File: src/rtl/rtc_pkg.sv
// Shared constants and FSM state type for the RTC snapshot reader.
// Holds the default register map, field/address widths and the
// state encoding used by mem_to_bcd.
package rtc_pkg;

    localparam int BCD_W  = 8;
    localparam int ADDR_W = 4;
    localparam int SLOT_W = 3;

    localparam int unsigned SEC_ADDR_DEF    = 0;
    localparam int unsigned MIN_ADDR_DEF    = 1;
    localparam int unsigned HOUR_ADDR_DEF   = 2;
    localparam int unsigned DAYS_ADDR_DEF   = 3;
    localparam int unsigned MONTHS_ADDR_DEF = 4;
    localparam int unsigned YEARS_ADDR_DEF  = 5;

    // Six register reads per snapshot, slots 0..5
    localparam logic [SLOT_W-1:0] LAST_SLOT = 3'd5;

    typedef enum logic [1:0] {
        IDLE  = 2'd0,
        READ  = 2'd1,
        DRAIN = 2'd2,
        HOLD  = 2'd3
    } state_t;

endpackage

File: src/rtl/bcd_field_check.sv
// Combinational validity check for one packed-BCD byte: both nibbles
// must be decimal digits and the value must lie within MIN_VAL..MAX_VAL.
// Bounds that can never be violated generate no comparator.
module bcd_field_check
    import rtc_pkg::*;
#(
    parameter int unsigned MIN_VAL = 0,
    parameter int unsigned MAX_VAL = 'h99
)(
    input  logic [BCD_W-1:0] value,
    output logic             err
);

    localparam logic [BCD_W-1:0] MIN_B = BCD_W'(MIN_VAL);
    localparam logic [BCD_W-1:0] MAX_B = BCD_W'(MAX_VAL);

    logic nibble_err;
    logic below_min;
    logic above_max;

    assign nibble_err = (value[7:4] > 4'd9) || (value[3:0] > 4'd9);

    if (MIN_VAL > 0) begin : g_min
        assign below_min = (value < MIN_B);
    end else begin : g_no_min
        assign below_min = 1'b0;
    end

    if (MAX_VAL < 'hFF) begin : g_max
        assign above_max = (value > MAX_B);
    end else begin : g_no_max
        assign above_max = 1'b0;
    end

    assign err = nibble_err || below_min || above_max;

endmodule

File: src/rtl/mem_to_bcd.sv
// Reads six RTC registers (sec, min, hour, days, months, years) from a
// one-cycle-latency memory on request and presents them as an atomic
// snapshot held until the consumer accepts it.
// Optional feature: define RTC_RD_BCD_CHECK_EN to build per-field BCD
// range checking that drives bcd_err alongside the snapshot.
module mem_to_bcd
    import rtc_pkg::*;
#(
    parameter int unsigned SEC_ADDR    = SEC_ADDR_DEF,
    parameter int unsigned MIN_ADDR    = MIN_ADDR_DEF,
    parameter int unsigned HOUR_ADDR   = HOUR_ADDR_DEF,
    parameter int unsigned DAYS_ADDR   = DAYS_ADDR_DEF,
    parameter int unsigned MONTHS_ADDR = MONTHS_ADDR_DEF,
    parameter int unsigned YEARS_ADDR  = YEARS_ADDR_DEF
)(
    input  logic              clk,
    input  logic              rst,
    input  logic              start,
    output logic              rd_en,
    output logic [ADDR_W-1:0] rd_addr,
    input  logic [BCD_W-1:0]  rd_data,
    output logic [BCD_W-1:0]  sec_bcd,
    output logic [BCD_W-1:0]  min_bcd,
    output logic [BCD_W-1:0]  hour_bcd,
    output logic [BCD_W-1:0]  days_bcd,
    output logic [BCD_W-1:0]  months_bcd,
    output logic [BCD_W-1:0]  years_bcd,
    output logic              snap_valid,
    input  logic              snap_ready,
    output logic              busy,
    output logic              bcd_err
);

    state_t              state, state_next;
    logic [SLOT_W-1:0]   slot, slot_next;
    logic                rd_en_next;
    logic [ADDR_W-1:0]   rd_addr_next;
    logic                load_snap;

    // Read pipeline: tags the data returning one cycle after each strobe
    logic                cap_valid;
    logic [SLOT_W-1:0]   cap_slot;

    logic [BCD_W-1:0]    sec_sh, min_sh, hour_sh, days_sh, months_sh, years_sh;

    // Map a read slot to its configured register address
    function automatic logic [ADDR_W-1:0] slot_addr(input logic [SLOT_W-1:0] s);
        case (s)
            3'd0:    return ADDR_W'(SEC_ADDR);
            3'd1:    return ADDR_W'(MIN_ADDR);
            3'd2:    return ADDR_W'(HOUR_ADDR);
            3'd3:    return ADDR_W'(DAYS_ADDR);
            3'd4:    return ADDR_W'(MONTHS_ADDR);
            default: return ADDR_W'(YEARS_ADDR);
        endcase
    endfunction

    // Next-state, next read strobe/address and snapshot-load decision
    always_comb begin
        state_next   = state;
        slot_next    = slot;
        rd_en_next   = 1'b0;
        rd_addr_next = rd_addr;
        load_snap    = 1'b0;
        case (state)
            IDLE: begin
                if (start) begin
                    state_next   = READ;
                    slot_next    = '0;
                    rd_en_next   = 1'b1;
                    rd_addr_next = slot_addr('0);
                end
            end
            READ: begin
                if (slot == LAST_SLOT) begin
                    state_next = DRAIN;
                end else begin
                    slot_next    = slot + 3'd1;
                    rd_en_next   = 1'b1;
                    rd_addr_next = slot_addr(slot + 3'd1);
                end
            end
            DRAIN: begin
                state_next = HOLD;
                load_snap  = 1'b1;
            end
            HOLD: begin
                if (snap_ready) begin
                    state_next = IDLE;
                end
            end
            default: state_next = IDLE;
        endcase
    end

    // State, slot counter and registered read interface
    always_ff @(posedge clk) begin
        if (rst) begin
            state   <= IDLE;
            slot    <= '0;
            rd_en   <= 1'b0;
            rd_addr <= '0;
        end else begin
            state   <= state_next;
            slot    <= slot_next;
            rd_en   <= rd_en_next;
            rd_addr <= rd_addr_next;
        end
    end

    // Capture returning read data into the shadow byte of its slot
    always_ff @(posedge clk) begin
        if (rst) begin
            cap_valid <= 1'b0;
            cap_slot  <= '0;
            sec_sh    <= '0;
            min_sh    <= '0;
            hour_sh   <= '0;
            days_sh   <= '0;
            months_sh <= '0;
            years_sh  <= '0;
        end else begin
            cap_valid <= rd_en;
            cap_slot  <= slot;
            if (cap_valid) begin
                case (cap_slot)
                    3'd0:    sec_sh    <= rd_data;
                    3'd1:    min_sh    <= rd_data;
                    3'd2:    hour_sh   <= rd_data;
                    3'd3:    days_sh   <= rd_data;
                    3'd4:    months_sh <= rd_data;
                    default: years_sh  <= rd_data;
                endcase
            end
        end
    end

    // Publish all six fields at once; the years byte arrives on the load edge itself
    always_ff @(posedge clk) begin
        if (rst) begin
            sec_bcd    <= '0;
            min_bcd    <= '0;
            hour_bcd   <= '0;
            days_bcd   <= '0;
            months_bcd <= '0;
            years_bcd  <= '0;
        end else if (load_snap) begin
            sec_bcd    <= sec_sh;
            min_bcd    <= min_sh;
            hour_bcd   <= hour_sh;
            days_bcd   <= days_sh;
            months_bcd <= months_sh;
            years_bcd  <= rd_data;
        end
    end

    assign busy       = (state == READ) || (state == DRAIN);
    assign snap_valid = (state == HOLD);

`ifdef RTC_RD_BCD_CHECK_EN
    logic [5:0] field_err;
    logic       bcd_err_q;

    bcd_field_check #(.MIN_VAL('h00), .MAX_VAL('h59)) u_chk_sec (
        .value(sec_sh),    .err(field_err[0]));
    bcd_field_check #(.MIN_VAL('h00), .MAX_VAL('h59)) u_chk_min (
        .value(min_sh),    .err(field_err[1]));
    bcd_field_check #(.MIN_VAL('h00), .MAX_VAL('h23)) u_chk_hour (
        .value(hour_sh),   .err(field_err[2]));
    bcd_field_check #(.MIN_VAL('h01), .MAX_VAL('h31)) u_chk_days (
        .value(days_sh),   .err(field_err[3]));
    bcd_field_check #(.MIN_VAL('h01), .MAX_VAL('h12)) u_chk_months (
        .value(months_sh), .err(field_err[4]));
    bcd_field_check #(.MIN_VAL('h00), .MAX_VAL('hFF)) u_chk_years (
        .value(rd_data),   .err(field_err[5]));

    // Error flag travels with the snapshot it describes
    always_ff @(posedge clk) begin
        if (rst) begin
            bcd_err_q <= 1'b0;
        end else if (load_snap) begin
            bcd_err_q <= |field_err;
        end
    end

    assign bcd_err = bcd_err_q;
`else
    assign bcd_err = 1'b0;
`endif

endmodule

File: config.mk
export PLATFORM = sky130hd
export DESIGN_NAME = mem_to_bcd
export DESIGN_NICKNAME = d
export VERILOG_FILES = /design/src/rtl/rtc_pkg.sv /design/src/rtl/bcd_field_check.sv /design/src/rtl/mem_to_bcd.sv
export SDC_FILE = /design/constraint.sdc
export NUM_CORES = 1
export LEC_CHECK = 0
export CAP_MARGIN = 20
export CORE_ASPECT_RATIO = 2
export CORE_MARGIN = 1
export CORE_UTILIZATION = 50
export CTS_CLUSTER_SIZE = 16
export DETAILED_ROUTE_END_ITERATION = 7
export PLACE_DENSITY_LB_ADDON = 0.3
export SYNTH_ARGS = -nofsm -noshare
export SYNTH_HDL_FRONTEND = slang
export SYNTH_SLANG_ARGS = --single-unit
File: constraint.sdc
create_clock -name clk -period 1.79 [get_ports clk]
set_input_delay 0.4475 -clock clk [delete_from_list [all_inputs] [get_ports clk]]
set_output_delay 0.4475 -clock clk [all_outputs]
set_load 0.1 [all_outputs]
-- Word-level counts from Yosys, hierarchy flattened
Index checks and enable logic that the tools add are counted.
- add/sub/neg operators: 1
- multipliers: 0
- divide/modulo/power cells: 0
- order comparisons: 0
- equal/unequal tests: 16
- shift operators: 0
- muxes and demuxes: 15
- bitwise logic cells: 0
- reductions and logical operators: 12
- operators with widths (kind ; count):
    $pmux W3 S5 ; 1
    $eq A3 B2 Y1 const B ; 4
    $reduce_and A2 Y1 ; 5
    $eq A3 B3 Y1 const B ; 3
    $mux W4 ; 2
    $pmux W2 S4 ; 1
    $pmux W4 S2 ; 1
    $eq A3 B1 Y1 const B ; 2
    $logic_not A3 Y1 ; 2
    $mux W2 ; 3
    $mux W3 ; 2
    $ne A2 B2 Y1 const B ; 3
    $pmux W3 S2 ; 1
    $reduce_and A3 Y1 ; 2
    $eq A2 B2 Y1 const B ; 2
    $add A3 B1 Y3 const B ; 1
    $mux W1 ; 3
    $eq A2 B1 Y1 const B ; 1
    $logic_not A2 Y1 ; 1
    $ne A2 B1 Y1 const B ; 1
    $pmux W1 S2 ; 1
    $reduce_bool A2 Y1 ; 1
    $logic_or A1 B1 Y1 ; 1
- bits in registers: 102
- bits in latches: 0
- memory bits (writable): 0
- ROM bits: 0
- input bits: 12
- output and inout port bits: 56
- memories: 0

-- Logic depth before layout (Yosys ltp)
Gate-level depths: netlist (run 1).
- word-level depth: 5
- gate-level depth with buffers: 7
- gate-level depth less buffers: 5

-- Worst setup path before layout (run 1)
Ideal clock, no wire load.
- kind: register to register
- from: register state[0]
- to: register state[1]
- arrival: 1.750 ns
- data required time: 1.719 ns
- path slack: -0.030 ns
- cell stages (with the launch flop): 5
- clock period less this slack: 1.820 ns
- path through: dfxtp_1 > ha_1 > nand2b_1 > a31o_1 > a21oi_1
- cells in the longest elaborated chain, start to end: 3
- elaborated cells on any way between the ends: 9
- those cells by class: 6 x eq/ne; 1 x mux; 2 x reduce/logical
- ends and longest elaborated chain (item ; line ; text):
    start: declaration ; mem_to_bcd.sv:34 ; state_t state, state_next;
    start signal: assignment ; mem_to_bcd.sv:104 ; state <= state_next;
    $eq A2 B2 Y1 * ; -- ;
    named net snap_valid ; mem_to_bcd.sv:28 ; output logic snap_valid,
    $ne A2 B1 Y1 (no line) ; -- ;
    $reduce_and A3 Y1 (no line) ; -- ;
Mark *: on every way through the listed nets, which the timed path passes. The rest lies on a longest branch.
A chain may end at the register's enable or synchronous reset.

-- Worst setup path in the final report (run 1)
- from: register state[1]
- to: output busy
- cells in the longest elaborated chain, start to end: 2
- elaborated cells on any way between the ends: 3
- those cells by class: 2 x eq/ne; 1 x reduce/logical
- ends and longest elaborated chain (item ; line ; text):
    $eq A2 B1 Y1 or $eq A2 B2 Y1 (tied branches) ; mem_to_bcd.sv:157 ; assign busy = (state == READ) || (state == DRAIN);
    $logic_or A1 B1 Y1 * ; mem_to_bcd.sv:157 ;
    end: declaration ; mem_to_bcd.sv:30 ; output logic busy,
Every way passes the cells marked *; elsewhere a longest branch is shown, timed or not.

==> out/results.txt, run 1 <==
Most common cell in the netlist - dfxtp_1
CTS tree - yes
Post-route ant nets - 0
I/O pins - 68
VDD IR-drop max - 0.00186 V
Max Cap Viol - 0
Die Ht - 126 um
Drt pass-1 iters - 6
Max-slew violations - 0
Post-CTS Setup Bufs - 0
Antenna diode count - 0
Pwr Total - 6470 uW
Layout Cells excl Fill - 551
Synth top cells by count - dfxtp_1, nor2_1, mux2i_1
Worst endpoint required time - 1340 ps
Setup violations, final - 0
I/O Buffers - 65
Tmin final - 1750 ps
DP Cell Count - 535
Leak - 0.00197 uW
Min-delay worst type - reg -> reg
Flops & latches, synth - 101
H-tree levels - 3
Hold path endpoint - days_sh[4]
Clock Tree Buf Depth - 2
Area leader, netlist - dfxtp_1
R2R cell count - 5
Flop-to-flop setup slack - 90 ps
Setup TNS - 0 ps
Synthesized area - 0.00386 mm^2
Kind of critical path - reg -> out
# nets final - 474
Clk Latency, worst-skew pair - 340 ps
Post-layout worst setup margin - 41.2 ps
Critical path's slowest cell - dfxtp_1
GP Congestion - 0.760
Row cnt - 45
Maximum number of pins on one net before global-route repair - 58
Fin. Hold Viols - 0
Core Area - 0.00754 mm^2
Final wirelength - 8620 um
First-pass GRT wire length - 14300 um
Worst-path cell chain - inv_1, ha_4, buf_12
Vias after detailed routing - 2873
Yosys warns - 0
WHS Path Cells - 2
Post-Synthesis Cells - 390
Clock buffer count from CTS - 9
Main synth FF type - dfxtp_1
Area share of the largest cell type after synthesis - 52.4%
Origin of the critical flop-to-flop path - state[1]
Wirelength per Cell - 15.6 um
Register area share after synthesis - 52.4%
Hold wc startpoint - days_sh[4]
Unrepaired setup endpoints after global routing - false
Crit path max fanout - 4
Total track usage - 23.3%
Reg2reg end - rd_addr[1]
Total clock sinks - 101
Vias per std cell - 5.21
DRT iter0 DRCs - 119
Worst clock skew - 4.54 ps
Fmax - 572 MHz
Die W - 64.1 um
GRT overflow - 0
Residual DRC count - 0
Setup crit end kind - output pin
EDFF count, synth - 0
Crit path largest cell delay - 370 ps
Root buf cell - clkbuf_16
Syn Area/Cell - 9.89 um^2
Post-synthesis async set-or-reset flop share - 0%
Layout cells sized above 1 - 20.4%
Vias in the first global route - 2932
Final worst path period share - 97.7%
Status - finished, final reports clean
HPWL after detailed placement - 6030 um
Top cells by area, synth - dfxtp_1, mux2i_1, nor2_1
Area Overhead vs Synth - 41.4%
Startpoint Class - register
Critical Path AT - 1300 ps
Antenna violations before repair - 0
Count of different cell masters after synthesis - 36
Die area - 0.00809 mm^2
CTS clock-pin slew for the worst setup and hold paths - 60 ps
Pre-CTS setup slack - 12.6 ps
Initial core utilization - 51.1%
PwrDens - 1190 mW/mm^2
through the flow:
stage / hold WS (ps) / utilization (%) / instance area [um^2]
after CTS: 464 / 72.3 / 5450
after global placement: 446 / 68.6 / 5180
after detailed placement: 455 / 68.6 / 5180
after floorplan: 436 / - / 3860
after global routing: 473 / 72.3 / 5460
final: 463 / 72.3 / 5460
critical path: cells and delay by family (launching register included):
kind	cells	cell delay [ps]
adder cells (fa/ha/maj)	1	300
flip-flops	1	370
buffers and inverters	2	290
logic make-up after synthesis:
family | synth area share (%)
AND/OR/NAND/NOR | 15.5
XOR/XNOR | 0.227
adder cells (fa/ha/maj) | 3.24
other | 0.0972
AO/OA/AOI/OAI | 5.74
flip-flops | 52.4
multiplexers | 19.2
buffers and inverters | 3.60
where the power goes:
group | internal, uW | switching, uW
combinational | 902 | 1350
sequential | 2380 | 135
clock | 932 | 773
total | 4210 | 2260
routing by layer:
layer / part of all wire [%] / global-route usage [%] / vias up
li1: - / - / 1428
met1: 36 / 23.5 / 1370
met2: 57 / 43.0 / 58
met3: 3.3 / 5.43 / 17
met4: 3.1 / 11.8 / 0
met5: 0 / 0 / -
worst max-delay path by stage:
stage / start / cells after the start / slack [ps] / to
floorplan: state[0] / 2 / 50 / busy
global placement: start / 4 / 50 / rd_addr[1]
detailed placement: start / 4 / 10 / rd_addr[1]
CTS: state[1] / 3 / 20 / busy
global route: state[1] / 3 / 1 / busy
finish: state[1] / 3 / 40 / busy
sequential cells by signal (all words and copies together) (netlist names):
| register | count |
|---|---|
| min_bcd | 8 |
| hour_bcd | 8 |
| years_bcd | 8 |
| sec_bcd | 8 |
| state | 2 |
| hour_sh | 8 |
| slot | 3 |
| days_bcd | 8 |
| min_sh | 8 |
| months_sh | 8 |
| cap_slot | 3 |
| cap_valid | 1 |
| rd_en | 1 |
| months_bcd | 8 |
| rd_addr | 3 |
| days_sh | 8 |
| sec_sh | 8 |
timing repair:
action	CTS	global route
cloned	0	0
setup endpoints to repair	1	2
hold buffers	0	0
gates resized for setup	2	2
cells in the final DEF, fill, tap and decap left out, types with 2 or more instances in the layout:
| cell type | n |
|---|---|
| clkinv_2 | 4 |
| o21ai_0 | 3 |
| a21oi_1 | 23 |
| ha_2 | 2 |
| nor2b_1 | 4 |
| buf_4 | 9 |
| inv_1 | 5 |
| dfxtp_1 | 99 |
| dfxtp_2 | 2 |
| nand3_1 | 3 |
| nand4_1 | 2 |
| ha_1 | 7 |
| or4b_1 | 2 |
| o21ai_1 | 3 |
| clkbuf_16 | 9 |
| clkdlybuf4s50_1 | 10 |
| mux2i_1 | 74 |
| buf_12 | 56 |
| nor4bb_2 | 3 |
| nand2_1 | 35 |
| nand2b_1 | 2 |
| conb_1 | 2 |
| clkbuf_1 | 2 |
| nor2_1 | 76 |
area by class of cell:
class | instances | area, um^2
fillers | 535 | 2090
flip-flops and latches | 101 | 2020
multi-input cells | 259 | 1740
repair buffers | 76 | 1290
clock buffers | 11 | 233
well taps | 94 | 118
clock inverters | 5 | 27.5
inverters | 5 | 18.8
Note: power is estimated with default switching activity, not from simulation.
==> run 2, diff against run 1 <==
- CORE_ASPECT_RATIO: 2 -> default
==> run 2 against run 1 <==
Against the previous run: count of clock-buffer cells in the layout did not move; global-route usage is 1.6 points lower; die area down 0.26%; sequential power barely moved; critical path depth is the same; combinational power about the same; sequential share of layout area is 0.088 points higher; sequential cell count unchanged; hold slack lost 1.3 ps; core utilization increased by 1.6 points; clock skew is 9.2 ps higher; critical path type unchanged.
==> out/results.txt, run 2 (synthesis results as in run 1) <==
H-tree levels - 3
I/O Buffers - 65
Worst endpoint required time - 1340 ps
# nets final - 475
CTS clock-pin slew for the worst setup and hold paths - 100 ps
VDD IR-drop max - 0.00196 V
Critical Path AT - 1290 ps
Die W - 89.9 um
Clock buffer count from CTS - 9
Leak - 0.00195 uW
Total track usage - 21.7%
GRT overflow - 0
Seq pwr share - 39.8%
Total clock sinks - 101
Post-CTS Setup Bufs - 0
Tmin final - 1740 ps
Fin. Hold Viols - 0
Initial core utilization - 52.4%
Residual DRC count - 0
Min-delay worst type - reg -> reg
Clock Tree Buf Depth - 2
I/O pins - 68
First-pass GRT wire length - 14100 um
Final wirelength - 8350 um
Pre-CTS setup slack - 58.2 ps
Post-route ant nets - 0
Fmax - 575 MHz
Die Ht - 89.9 um
Commonest non-fill, non-tap cell in the layout - dfxtp_1
Root buf cell - clkbuf_8
Wirelength per Cell - 15.0 um
HPWL after detailed placement - 5760 um
Setup TNS - 0 ps
Status - finished, final reports clean
Core Area - 0.00737 mm^2
Worst clock skew - 13.7 ps
Antenna diode count - 0
CTS tree - yes
Most frequent cells in the layout - dfxtp_1, nor2_1, mux2i_1, buf_12, nand2_1
Crit path max fanout - 4
GP Congestion - 0.800
Cts hold-fix bufs - 0
Flop-to-flop setup slack - 80 ps
Crit path largest cell delay - 380 ps
Row cnt - 31
Vias in the first global route - 2853
Die area - 0.00807 mm^2
Maximum number of pins on one net before global-route repair - 50
Unrepaired setup endpoints after global routing - false
Max Cap Viol - 0
Vias per std cell - 5.27
Worst-path cell chain - inv_1, ha_4, buf_12
Startpoint Class - register
Clock share of power - 24.4%
Internal - 4110 uW
Setup crit end kind - output pin
Drt pass-1 iters - 5
Setup violations, final - 0
Antenna violations before repair - 0
Kind of critical path - reg -> out
Area Overhead vs Synth - 41.3%
Max-slew violations - 0
Layout cells sized above 1 - 20.7%
Clk Latency, worst-skew pair - 360 ps
NetSw - 2260 uW
Sw Ratio - 35.5%
Comb pwr share - 35.8%
PwrDens - 1170 mW/mm^2
Post-layout worst setup margin - 49.9 ps
Placed Area - 0.00522 mm^2
Fin area - 0.00545 mm^2
DRT iter0 DRCs - 121
Final worst path period share - 97.2%
Vias after detailed routing - 2935
Critical path's slowest cell - dfxtp_4
[run 2: cell types whose count changed in the layout (fill, tap and decap cells not counted), moves of 2 or more]
cell / previous run / this run
clkbuf_16: 9 / 0
buf_12: 56 / 58
clkbuf_8: 0 / 9
bufinv_16: 0 / 2
clkinv_2: 4 / 0
[run 2: stage by stage]
| step | utilization (%) | total power (uW) | instances | hold WS [ps] |
|---|---|---|---|---|
| global route | 74.0 | 6600 | 557 | 484 |
| global placement | 70.8 | 4720 | 541 | 442 |
| floorplan | - | 4050 | 391 | 436 |
| finish | 74.0 | 6360 | 557 | 462 |
| detailed placement | 70.8 | 4780 | 541 | 447 |
| CTS | 73.9 | 6370 | 557 | 460 |
[run 2: layout make-up]
type / count / area, um^2
multi-input cells: 259 / 1740
flip-flops and latches: 101 / 2030
inverters: 5 / 18.8
clock inverters: 5 / 83.8
repair buffers: 77 / 1330
well taps: 99 / 124
clock buffers: 11 / 131
fillers: 513 / 1920
[run 2: path summary, 6_finish.rpt]
check                                 from         end  cells past startpoint
worst max-delay path              state[0]        busy                      3
worst min register to register  days_sh[6]  days_sh[6]                      2
worst max register to register     slot[1]  rd_addr[1]                      5
worst min-delay path            days_sh[6]  days_sh[6]                      2
[run 2: power groups by stage]
stage | Clock (uW) | Sequential, uW | Combinational [uW]
2_1_floorplan | 0 | 2950 | 1100
4_1_cts | 1560 | 2520 | 2280
3_3_place_gp | 0 | 2550 | 2170
3_5_place_dp | 0 | 2570 | 2210
6_report | 1550 | 2530 | 2280
5_1_grt | 1670 | 2550 | 2390
[run 2: worst max-delay path, delay by kind of cell, from the launching register on]
| family | cells | cell delay (ps) |
|---|---|---|
| flip-flops | 1 | 380 |
| adder cells (fa/ha/maj) | 1 | 290 |
| buffers and inverters | 2 | 260 |
[run 2: timing repair]
item / in CTS / in global routing
endpoints found under the hold margin: 0 / 0
setup endpoints to repair: 1 / 2
resized for setup: 3 / 3
[run 2: layer usage]
layer	wire, um	GRT usage, %	vias up	part of all wire, %
li1	-	-	1442	-
met1	3620	26.4	1402	43
met2	4220	37.8	81	51
met3	425	6.60	10	5.1
met4	83	4.70	0	0.99
met5	0	0	-	0
==> run 3, diff against run 2 <==
- CORE_UTILIZATION: 50 -> 52
- HOLD_SLACK_MARGIN: default -> 0.08
==> run 3 against run 2 <==
Against the previous run: via count down 0.68%; worst setup slack gained 10 ps; clock skew up 1.7 ps; highest routed layer unchanged; sequential cell count did not move; die area is 3.8% lower; power down 3.3%; register-to-register slack lost 20 ps; maximum frequency increased by 0.61%; first-iteration DRC count decreased by 9.9%; critical path depth grew 2; critical endpoint is now rd_addr[1].
==> out/results.txt, run 3 (synthesis results as in run 1) <==
Vias per std cell - 5.24
Vias in the first global route - 2694
Row cnt - 31
Core Area - 0.00721 mm^2
Max-slew violations - 0
Area Overhead vs Synth - 39.9%
Clock buffer count from CTS - 9
Total clock sinks - 101
I/O pins - 68
Die Ht - 88.1 um
Status - finished, final reports clean
Die W - 88.1 um
Origin of the critical flop-to-flop path - slot[1]
I/O Buffers - 65
Root buf cell - clkbuf_8
CTS clock-pin slew for the worst setup and hold paths - 100 ps
Final Core Density - 74.8%
Most frequent cells in the layout - dfxtp_1, nor2_1, mux2i_1, buf_12, nand2_1
Seq pwr share - 41.2%
Final worst path period share - 96.6%
Vias after detailed routing - 2915
Leak - 0.00193 uW
GP Congestion - 0.858
Critical Path AT - 2030 ps
PwrDens - 1140 mW/mm^2
Fmax - 578 MHz
DRT iter0 DRCs - 109
Drt pass-1 iters - 5
Fin. Hold Viols - 0
Residual DRC count - 0
Hold wc startpoint - rst
Maximum number of pins on one net before global-route repair - 53
H-tree levels - 3
Layout cells sized above 1 - 21.2%
Unrepaired setup endpoints after global routing - false
Internal - 3850 uW
Setup crit end kind - register
NetSw - 2300 uW
Initial core utilization - 53.5%
Clock Tree Buf Depth - 2
Post-route ant nets - 0
Wirelength per Cell - 14.6 um
Commonest non-fill, non-tap cell in the layout - dfxtp_1
HPWL after detailed placement - 5410 um
Sw Ratio - 37.4%
CTS tree - yes
Worst endpoint required time - 2090 ps
Total track usage - 22.4%
VDD IR-drop max - 0.00167 V
Clock share of power - 21.8%
Setup violations, final - 0
Antenna diode count - 0
Die area - 0.00777 mm^2
Min-delay worst type - in -> reg
Antenna violations before repair - 0
Min Hold Slack - 412 ps
Tmin final - 1730 ps
GRT overflow - 0
Setup TNS - 0 ps
Max Cap Viol - 0
Kind of critical path - reg -> reg
Clk Latency, worst-skew pair - 370 ps
Comb pwr share - 37.0%
Crit path from - slot[1]
# nets final - 474
Crit path max fanout - 6
Startpoint Class - register
Final wirelength - 8090 um
First-pass GRT wire length - 13200 um
Worst clock skew - 15.4 ps
[run 3: critical path, stage by stage (launching register included)]
cell     delay, ps
dfxtp_1        410
inv_1          110
ha_1           220
a21bo_4        240
or4b_1         520
a21oi_1        170
[run 3: routing by layer]
layer  GRT usage (%)  wire length [um]  up-vias
met5               0                 0        -
met4            6.89               103        0
met3            6.79               383        9
met2            37.4              4040       75
met1            28.1              3560     1399
li1                -                 -     1432
[run 3: timing repair]
| item | in CTS | in global routing |
|---|---|---|
| buffers inserted | 0 | 0 |
| hold buffers | 0 | 0 |
| endpoints found under the hold margin | 0 | 0 |
| endpoints found under the setup margin | 1 | 2 |
| gates resized for setup | 4 | 4 |
[run 3: layout make-up]
cell class                      instances  area (um^2)
Tap cell                               99          124
Clock inverter                          6         45.0
Sequential cell                       101         2030
Inverter                                5         18.8
Fill cell                             524         1820
Clock buffer                           10          138
Multi-Input combinational cell        259         1750
Timing Repair Buffer                   76         1290
[run 3: path summary, 6_finish.rpt]
| path | depth (start not counted) | endpoint | slack [ps] |
|---|---|---|---|
| min | 2 | rd_addr[0] | 410 |
| max reg2reg | 5 | rd_addr[1] | 60 |
| min reg2reg | 2 | days_sh[4] | 460 |
| max | 5 | rd_addr[1] | 60 |
[run 3: metrics by stage]
| stage | power [uW] | instance area, um^2 | setup slack [ps] | cells |
|---|---|---|---|---|
| detailed placement | 4740 | 5180 | 21.5 | 540 |
| global placement | 4690 | 5180 | 56.2 | 540 |
| floorplan | 4050 | 3860 | 51.9 | 391 |
| CTS | 6130 | 5380 | 15.8 | 556 |
| global route | 6400 | 5400 | 11.6 | 556 |
| finish | 6150 | 5400 | 60.4 | 556 |
[run 3: power by group through the flow]
stage               combinational (uW)  sequential, uW  clock, uW
finish                            2280            2530       1340
global placement                  2140            2550          0
detailed placement                2180            2560          0
floorplan                         1100            2950          0
CTS                               2250            2520       1370
global route                      2390            2550       1460
